$ cat src/rtl/mem_arbiter_if.sv
// mem_arbiter_if: request/response bundle between the two requesters, the
// arbiter and the single memory port.
//   instr_*  : fetch request (req/addr) and completion (valid/rdata/err)
//   data_*   : load/store request (req/we/addr/wdata/be) and completion
//   mem_*    : memory request (req/we/addr/wdata/be), accept (gnt) and
//              response (rvalid/rdata)
// Modport slave is the arbiter's view; master is the environment's view
// (requesters plus memory).
interface mem_arbiter_if;
    logic        instr_req;
    logic [31:0] instr_addr;
    logic        instr_valid;
    logic [31:0] instr_rdata;
    logic        instr_err;

    logic        data_req;
    logic        data_we;
    logic [31:0] data_addr;
    logic [31:0] data_wdata;
    logic [3:0]  data_be;
    logic        data_valid;
    logic [31:0] data_rdata;
    logic        data_err;

    logic        mem_req;
    logic        mem_we;
    logic [31:0] mem_addr;
    logic [31:0] mem_wdata;
    logic [3:0]  mem_be;
    logic        mem_gnt;
    logic        mem_rvalid;
    logic [31:0] mem_rdata;

    modport slave (
        input  instr_req, instr_addr,
        input  data_req, data_we, data_addr, data_wdata, data_be,
        input  mem_gnt, mem_rvalid, mem_rdata,
        output instr_valid, instr_rdata, instr_err,
        output data_valid, data_rdata, data_err,
        output mem_req, mem_we, mem_addr, mem_wdata, mem_be
    );

    modport master (
        output instr_req, instr_addr,
        output data_req, data_we, data_addr, data_wdata, data_be,
        output mem_gnt, mem_rvalid, mem_rdata,
        input  instr_valid, instr_rdata, instr_err,
        input  data_valid, data_rdata, data_err,
        input  mem_req, mem_we, mem_addr, mem_wdata, mem_be
    );
endinterface

$ cat src/rtl/mem_arbiter.sv
// mem_arbiter: shares one memory port between instruction fetch and the
// load/store path. One transaction outstanding at a time; the winner's
// request is registered onto the memory bus and the response is returned
// to its owner as a one-cycle valid pulse.
// Ports:
//   clk  - clock, all state on rising edge
//   res  - synchronous active-high reset
//   bus  - mem_arbiter_if.slave (requester and memory signals)
// Parameters:
//   MaxDataBurst  - data grants allowed while fetch waits (1..15)
//   TimeoutCycles - grant-to-error-completion distance (2..255)
module mem_arbiter #(
    parameter int unsigned MaxDataBurst  = 4,
    parameter int unsigned TimeoutCycles = 16
) (
    input logic          clk,
    input logic          res,
    mem_arbiter_if.slave bus
);
    typedef enum logic [1:0] {IDLE, ISSUE, WAIT, RESP} state_e;

    localparam logic [3:0] BurstMax = 4'(MaxDataBurst);
    // Grant at cycle g, WAIT starts at g+1 with count 0; firing when the
    // count hits TimeoutCycles-2 puts the error response at g+TimeoutCycles.
    localparam logic [7:0] TmoLast  = 8'(TimeoutCycles - 2);

    state_e      state_q;
    logic        fetch_owner_q;
    logic [3:0]  burst_cnt_q;
    logic [7:0]  tmo_cnt_q;

    logic        mem_req_q, mem_we_q;
    logic [31:0] mem_addr_q, mem_wdata_q;
    logic [3:0]  mem_be_q;

    logic        instr_valid_q, instr_err_q, data_valid_q, data_err_q;
    logic [31:0] instr_rdata_q, data_rdata_q;

    logic        fetch_wins, misaligned;
    logic        rsp_fire, rsp_err;
    logic [31:0] rsp_rdata;

    always_comb begin
        // Data has priority unless fetch has waited out a full burst.
        fetch_wins = bus.instr_req && (!bus.data_req || burst_cnt_q == BurstMax);
        misaligned = bus.instr_addr[1:0] != 2'b00;

        rsp_fire  = 1'b0;
        rsp_err   = 1'b0;
        rsp_rdata = '0;
        case (state_q)
            ISSUE: if (bus.mem_gnt && bus.mem_rvalid) begin
                rsp_fire  = 1'b1;
                rsp_rdata = mem_we_q ? 32'h0 : bus.mem_rdata;
            end
            WAIT: if (bus.mem_rvalid) begin
                rsp_fire  = 1'b1;
                rsp_rdata = mem_we_q ? 32'h0 : bus.mem_rdata;
            end else if (tmo_cnt_q == TmoLast) begin
                rsp_fire = 1'b1;
                rsp_err  = 1'b1;
            end
            default: ;
        endcase
    end

    always_ff @(posedge clk) begin
        if (res) begin
            state_q       <= IDLE;
            fetch_owner_q <= 1'b0;
            burst_cnt_q   <= '0;
            tmo_cnt_q     <= '0;
            mem_req_q     <= 1'b0;
            mem_we_q      <= 1'b0;
            mem_addr_q    <= '0;
            mem_wdata_q   <= '0;
            mem_be_q      <= '0;
            instr_valid_q <= 1'b0;
            instr_err_q   <= 1'b0;
            instr_rdata_q <= '0;
            data_valid_q  <= 1'b0;
            data_err_q    <= 1'b0;
            data_rdata_q  <= '0;
        end else begin
            // Response outputs are nonzero only during RESP.
            instr_valid_q <= 1'b0;
            instr_err_q   <= 1'b0;
            instr_rdata_q <= '0;
            data_valid_q  <= 1'b0;
            data_err_q    <= 1'b0;
            data_rdata_q  <= '0;

            case (state_q)
                IDLE: if (bus.instr_req || bus.data_req) begin
                    fetch_owner_q <= fetch_wins;
                    if (fetch_wins) begin
                        burst_cnt_q <= '0;
                        if (misaligned) begin
                            // Never reaches memory; complete with error.
                            instr_valid_q <= 1'b1;
                            instr_err_q   <= 1'b1;
                            state_q       <= RESP;
                        end else begin
                            mem_req_q   <= 1'b1;
                            mem_we_q    <= 1'b0;
                            mem_addr_q  <= bus.instr_addr;
                            mem_wdata_q <= '0;
                            mem_be_q    <= 4'hF;
                            state_q     <= ISSUE;
                        end
                    end else begin
                        burst_cnt_q <= bus.instr_req ? burst_cnt_q + 4'd1 : 4'd0;
                        mem_req_q   <= 1'b1;
                        mem_we_q    <= bus.data_we;
                        mem_addr_q  <= bus.data_addr;
                        mem_wdata_q <= bus.data_wdata;
                        mem_be_q    <= bus.data_be;
                        state_q     <= ISSUE;
                    end
                end
                ISSUE: if (bus.mem_gnt) begin
                    mem_req_q <= 1'b0;
                    tmo_cnt_q <= '0;
                    state_q   <= rsp_fire ? RESP : WAIT;
                end
                WAIT: begin
                    tmo_cnt_q <= tmo_cnt_q + 8'd1;
                    if (rsp_fire) state_q <= RESP;
                end
                RESP: state_q <= IDLE;
                default: state_q <= IDLE;
            endcase

            // rsp_fire only occurs in ISSUE/WAIT, where the owner is settled.
            if (rsp_fire) begin
                if (fetch_owner_q) begin
                    instr_valid_q <= 1'b1;
                    instr_rdata_q <= rsp_rdata;
                    instr_err_q   <= rsp_err;
                end else begin
                    data_valid_q <= 1'b1;
                    data_rdata_q <= rsp_rdata;
                    data_err_q   <= rsp_err;
                end
            end
        end
    end

    assign bus.mem_req     = mem_req_q;
    assign bus.mem_we      = mem_we_q;
    assign bus.mem_addr    = mem_addr_q;
    assign bus.mem_wdata   = mem_wdata_q;
    assign bus.mem_be      = mem_be_q;
    assign bus.instr_valid = instr_valid_q;
    assign bus.instr_rdata = instr_rdata_q;
    assign bus.instr_err   = instr_err_q;
    assign bus.data_valid  = data_valid_q;
    assign bus.data_rdata  = data_rdata_q;
    assign bus.data_err    = data_err_q;
endmodule
$ cat src/flat_wrapper.sv
// flat-port wrapper written by rule: the top's interface ports become plain ports
module mem_arbiter_flat 
#(
    parameter int unsigned MaxDataBurst  = 4,
    parameter int unsigned TimeoutCycles = 16
)
  (clk, res, bus_instr_req, bus_instr_addr, bus_data_req, bus_data_we, bus_data_addr, bus_data_wdata, bus_data_be, bus_mem_gnt, bus_mem_rvalid, bus_mem_rdata, bus_instr_valid, bus_instr_rdata, bus_instr_err, bus_data_valid, bus_data_rdata, bus_data_err, bus_mem_req, bus_mem_we, bus_mem_addr, bus_mem_wdata, bus_mem_be);
  mem_arbiter_if bus_i ();
  input logic clk;
  input logic res;
  input wire logic [$bits(bus_i.instr_req)-1:0] bus_instr_req;
  input wire logic [$bits(bus_i.instr_addr)-1:0] bus_instr_addr;
  input wire logic [$bits(bus_i.data_req)-1:0] bus_data_req;
  input wire logic [$bits(bus_i.data_we)-1:0] bus_data_we;
  input wire logic [$bits(bus_i.data_addr)-1:0] bus_data_addr;
  input wire logic [$bits(bus_i.data_wdata)-1:0] bus_data_wdata;
  input wire logic [$bits(bus_i.data_be)-1:0] bus_data_be;
  input wire logic [$bits(bus_i.mem_gnt)-1:0] bus_mem_gnt;
  input wire logic [$bits(bus_i.mem_rvalid)-1:0] bus_mem_rvalid;
  input wire logic [$bits(bus_i.mem_rdata)-1:0] bus_mem_rdata;
  output wire logic [$bits(bus_i.instr_valid)-1:0] bus_instr_valid;
  output wire logic [$bits(bus_i.instr_rdata)-1:0] bus_instr_rdata;
  output wire logic [$bits(bus_i.instr_err)-1:0] bus_instr_err;
  output wire logic [$bits(bus_i.data_valid)-1:0] bus_data_valid;
  output wire logic [$bits(bus_i.data_rdata)-1:0] bus_data_rdata;
  output wire logic [$bits(bus_i.data_err)-1:0] bus_data_err;
  output wire logic [$bits(bus_i.mem_req)-1:0] bus_mem_req;
  output wire logic [$bits(bus_i.mem_we)-1:0] bus_mem_we;
  output wire logic [$bits(bus_i.mem_addr)-1:0] bus_mem_addr;
  output wire logic [$bits(bus_i.mem_wdata)-1:0] bus_mem_wdata;
  output wire logic [$bits(bus_i.mem_be)-1:0] bus_mem_be;
  assign bus_i.instr_req = bus_instr_req;
  assign bus_i.instr_addr = bus_instr_addr;
  assign bus_i.data_req = bus_data_req;
  assign bus_i.data_we = bus_data_we;
  assign bus_i.data_addr = bus_data_addr;
  assign bus_i.data_wdata = bus_data_wdata;
  assign bus_i.data_be = bus_data_be;
  assign bus_i.mem_gnt = bus_mem_gnt;
  assign bus_i.mem_rvalid = bus_mem_rvalid;
  assign bus_i.mem_rdata = bus_mem_rdata;
  assign bus_instr_valid = bus_i.instr_valid;
  assign bus_instr_rdata = bus_i.instr_rdata;
  assign bus_instr_err = bus_i.instr_err;
  assign bus_data_valid = bus_i.data_valid;
  assign bus_data_rdata = bus_i.data_rdata;
  assign bus_data_err = bus_i.data_err;
  assign bus_mem_req = bus_i.mem_req;
  assign bus_mem_we = bus_i.mem_we;
  assign bus_mem_addr = bus_i.mem_addr;
  assign bus_mem_wdata = bus_i.mem_wdata;
  assign bus_mem_be = bus_i.mem_be;
  mem_arbiter #(.MaxDataBurst(MaxDataBurst), .TimeoutCycles(TimeoutCycles)) u_core (.clk(clk), .res(res), .bus(bus_i));
endmodule
$ cat config.mk
export PLATFORM = sky130hd
export DESIGN_NAME = mem_arbiter_flat
export DESIGN_NICKNAME = d
export VERILOG_FILES = /design/src/rtl/mem_arbiter_if.sv /design/src/rtl/mem_arbiter.sv /design/src/flat_wrapper.sv
export SDC_FILE = /design/constraint.sdc
export NUM_CORES = 1
export LEC_CHECK = 0
export CORE_UTILIZATION = 43
export DETAILED_ROUTE_END_ITERATION = 7
export GPL_ROUTABILITY_DRIVEN = 0
export GPL_TIMING_DRIVEN = 0
export MAX_ROUTING_LAYER = met4
export PLACE_DENSITY = 0.83
export SLEW_MARGIN = 20
export SYNTH_ARGS = -nofsm -noshare
export SYNTH_HDL_FRONTEND = slang
export SYNTH_SLANG_ARGS = --single-unit
$ cat constraint.sdc
create_clock -name clk -period 4.2 [get_ports clk]
set_input_delay 0.42 -clock clk [delete_from_list [all_inputs] [get_ports clk]]
set_output_delay 0.42 -clock clk [all_outputs]
set_load 0.05 [all_outputs]
Word level (Yosys, flattened, before mapping) --
Cells that the tools add are included.
Cells by class: equality and inequality tests 10, bitwise gates (word level) 2, mux-type cells 43, reduce and logical (&&, ||, !) cells 17, $add $sub $neg 2
Operator list (number):
- $mux W32 | 7
- $pmux W32 S2 | 1
- $mux W1 | 21
- $mux W4 | 4
- $pmux W8 S2 | 1
- $mux W2 | 5
- $add A8 B1 Y8 const B | 1
- $eq A8 B4 Y1 const B | 1
- $mux W8 | 1
- $pmux W2 S4 | 1
- $reduce_and A3 Y1 | 2
- $reduce_bool A2 Y1 | 3
- $reduce_or A3 Y1 | 2
- $add A4 B1 Y4 const B | 1
- $eq A2 B2 Y1 const B | 2
- $eq A4 B3 Y1 const B | 1
- $ne A2 B1 Y1 const B | 2
- $ne A2 B2 Y1 const B | 2
- $pmux W1 S2 | 2
- $reduce_and A2 Y1 | 2
- $reduce_and A4 Y1 | 1
- $ne A3 B3 Y1 const B | 1
- $eq A2 B1 Y1 const B | 1
- $logic_and A1 B1 Y1 | 2
- 5 further kinds | 7
Storage, ports and cells: register bits after elaboration 153, output and inout port bits 138, word-level logic and storage cells 89

Longest topological paths before layout --
depth after elaboration 8, depth in mapped cells 8

Worst setup path before layout --
Ideal clock, no wire load.
kind register to register, from register u_core.state_q[0], to register u_core.state_q[0], stages on the path, launching flop included 8, buffers on the path 0, path slack 2259 ps, data required time 4081 ps, arrival 1821 ps, library setup time 119 ps, path through dfxtp_1 > inv_1 > ha_1 > or4b_4 > or2_4 > a221oi_4 > and4b_1 > nor4_1
On the way: cells in the longest elaborated chain, start to end 5
RTL lines:
- start, declared | line mem_arbiter.sv:27 | state_e state_q;
- start signal, assigned | line mem_arbiter.sv:124 | state_q <= rsp_fire ? RESP : WAIT;
- $eq A2 B2 Y1 or $eq A2 B1 Y1 (tied branches) | line mem_arbiter.sv:51, mem_arbiter.sv:93
- $pmux W1 S2 | line mem_arbiter.sv:51 | case (state_q)
- $mux W1 | line mem_arbiter.sv:124
- $mux W2 | line mem_arbiter.sv:121 | ISSUE: if (bus.mem_gnt) begin
- $pmux W2 S4 | line mem_arbiter.sv:93 | case (state_q)
Several ways; a longest one is shown, not always the timed one. The select of a mux whose other input is x is not followed. A chain may end at the register's enable or synchronous reset.

Worst setup path in the final report --
from register u_core.state_q[0], to register u_core.instr_rdata_q[13], in the netlist u_core.bus.instr_rdata[13]
On the way: cells in the longest elaborated chain, start to end 4
RTL lines:
- $eq A2 B2 Y1 or $eq A2 B1 Y1 (tied branches) | line mem_arbiter.sv:51
- $pmux W1 S2 | line mem_arbiter.sv:51
- $not A1 Y1 (no line)
- $reduce_or A3 Y1 (no line)
- end signal, assigned | line mem_arbiter.sv:138 | instr_rdata_q <= rsp_rdata;
- end, declared | line mem_arbiter.sv:37 | logic [31:0] instr_rdata_q, data_rdata_q;
Several ways; a longest one is shown, not always the timed one.

==> metrics.txt <==
FF-to-FF End u_core.bus.instr_rdata[13]; Hold Crit Start res; Hold Fails Final Rpt 0; Root Buffer clkbuf_16; insertion delay to the later sink of the worst-skew pair 420 ps; leak pwr 3.93 nW; Synth cell types 51; GRT Total Usage 0.273; Mean Syn Cell Area 10.3 µm²; H-tree levels 4; crit path from u_core.state_q[0]; Detailed Routing Iterations Pass 1 4; vias in the first global route 5111; hold crit path type in -> reg; Final Net Count 968; power density cells 578 nW/µm²; synthesis-to-finish area growth 65.3%; Seq cells post-synth 153; Post-CTS Repair Setup Buffers 0; worst setup path class reg -> reg; most frequent cells in the layout clkdlybuf4s50_1, dfxtp_1, and3_1; I/O Pins 277; Routed Antenna Nets 0; largest net degree at the start of global routing 17; via count 5233; height of the die 115 µm; post-route clock period utilization 0.575; final core utilization 0.739; Critical Path Start Type flip-flop; Critical Path End u_core.bus.instr_rdata[13]; Buffers on Ports 274; DR vias/cell 5.21; CTS buffer count 17; Post-Synthesis Cell Area 5460 µm²; WL/cell 17.4 µm; gr ovfl total 0; arrival time at the worst endpoint 2770 ps; Die X 115 µm; Synth Flop Type dfxtp_1; Worst-path clk slew 60 ps; status completed; Async S/R FF share, synth 0; Setup TNS Final 0 ps; crit path max fanout 10; core area 12200 µm²; global-route wire length before repair 26200 µm; RSZ-0062 raised after global routing false; Cells after Synth 529; cts hold-fix bufs 0; TritonCTS clock tree done; worst flop-to-flop path startpoint u_core.state_q[0]; Slew @ Worst Pin 857 ps; Final Max Slew Viols 0; Worst Clk Skew 7.62 ps; fmax 0.414 GHz; die area 13200 µm²; YS warnings 0; syn_nets 675; violation count after the first detailed-route iteration 394; max cap viols 0; final setup fails 0; crit path capture type flip-flop; share of cells above drive strength 1 0.0659; largest family of logic cells by synthesized area simple AND/OR/NAND/NOR gates; post-synthesis compound-gate area fraction 0.178; fin crit period 2420 ps; std cell rows 40; worst reg-to-reg setup slack 1780 ps; most common cell after layout, fill and taps aside clkdlybuf4s50_1; Req. time, crit path 4550 ps; worst reg2reg path depth 5; mux contribution to synthesized area 0.00183; slew margin rel. 0.427; Clock Path Buffers 2; Adder-Cell Fraction of Synth Area 0.0160; post-synthesis sequential area ratio 0.561; Synth Area in Simple Gates 0.192; Initial Util 0.447; EDFF count, synth 0; clock sink count 153; Post-Synth XOR/XNOR Area 0.00962; WHS 267 ps; maximum VDD drop 0.372 mV; Post-CTS Resized 0; dpl hpwl 13300 µm; fillers 900; initial antenna violation count 1; DRC Markers 0; DRT Wirelength 17500 µm
[metrics by stage]
stage / total power, mW / setup slack, ps / cells / cell area (µm²)
floorplan: 2.98 / 2260 / 529 / 5460
global placement: 3.64 / 1540 / 971 / 8420
detailed placement: 3.68 / 1480 / 971 / 8420
CTS: 5.24 / 1770 / 1003 / 9030
global route: 5.41 / 1570 / 1004 / 9030
finish: 5.22 / 1780 / 1004 / 9030
[synth_stat cells, types with 2 or more instances]
master,n,area share
buf_1,2,0.0014
and3_1,66,0.076
ha_1,7,0.016
inv_1,9,0.0062
buf_6,3,0.0062
nor3_1,32,0.029
a211oi_1,2,0.0027
nand3_1,5,0.0046
a22o_1,35,0.056
o211a_1,30,0.055
xnor2_1,2,0.0032
o21ai_0,4,0.0037
clkbuf_1,29,0.020
a21o_1,2,0.0027
dfxtp_1,153,0.56
o22ai_1,4,0.0046
nand2b_1,2,0.0023
nand2_1,8,0.0055
o21ai_1,31,0.028
and2_1,2,0.0023
a21oi_1,9,0.0082
nor2_1,52,0.036
nor4_1,2,0.0023
nand4_1,2,0.0023
buf_2,7,0.0064
xor2_1,4,0.0064
[layer usage]
metal  track usage  part of all wire  vias up
met5             -                 0        -
met1         0.276              0.38     2447
met3        0.0826             0.078       41
li1              -                 -     2484
met4         0.141             0.038        0
met2         0.477              0.51      261
[cells by family after synthesis]
family	after synthesis
xor gates and xnor gates	6
adders and majority gates	7
AOI/OAI and AO/OA	124
buffers and inverters	51
DFF	153
and+or+nand+nor	187
muxes	1
[layout make-up]
class / instances / area (µm²) / area share
Clock inverter: 9 / 113 / 0.0125
Clock buffer: 23 / 498 / 0.0551
Inverter: 9 / 33.8 / 0.00374
Antenna cell: 1 / 2.50 / 0.000277
Buffer: 42 / 199 / 0.0220
Multi-Input combinational cell: 325 / 2170 / 0.240
Tap cell: 168 / 210 / 0.0233
Sequential cell: 153 / 3060 / 0.339
Timing Repair Buffer: 274 / 2740 / 0.304
[registers in the layout, indices dropped and copies added, names as in the netlist, 2 cells and up]
register / cells
u_core.bus.data_rdata: 32
u_core.bus.instr_rdata: 32
u_core.bus.mem_addr: 32
u_core.bus.mem_wdata: 32
u_core.tmo_cnt_q: 8
u_core.burst_cnt_q: 4
u_core.bus.mem_be: 4
u_core.state_q: 2
[where the power goes]
part	switching [mW]	internal, mW	leakage (nW)
sequential	0.129	1.66	1.25
combinational	1.21	0.672	2.39
clock	0.596	0.956	0.288
total	1.94	3.29	3.93
[how the worst min path moves through the flow]
stage,to,slack [ps],cells past startpoint
floorplan,u_core.burst_cnt_q[3],450,2
global placement,u_core.bus.mem_wdata[19],460,1
detailed placement,u_core.bus.mem_wdata[3],460,1
CTS,u_core.state_q[1],250,2
global route,u_core.state_q[1],270,2
finish,u_core.state_q[1],270,2
[critical path, cell delays in order, from the launching register on]
cell	delay (ps)
dfxtp_1	400
inv_1	90
ha_1	440
nor4b_2	750
clkbuf_1	390
and3_1	270
Power figures use the tool's default switching activity.
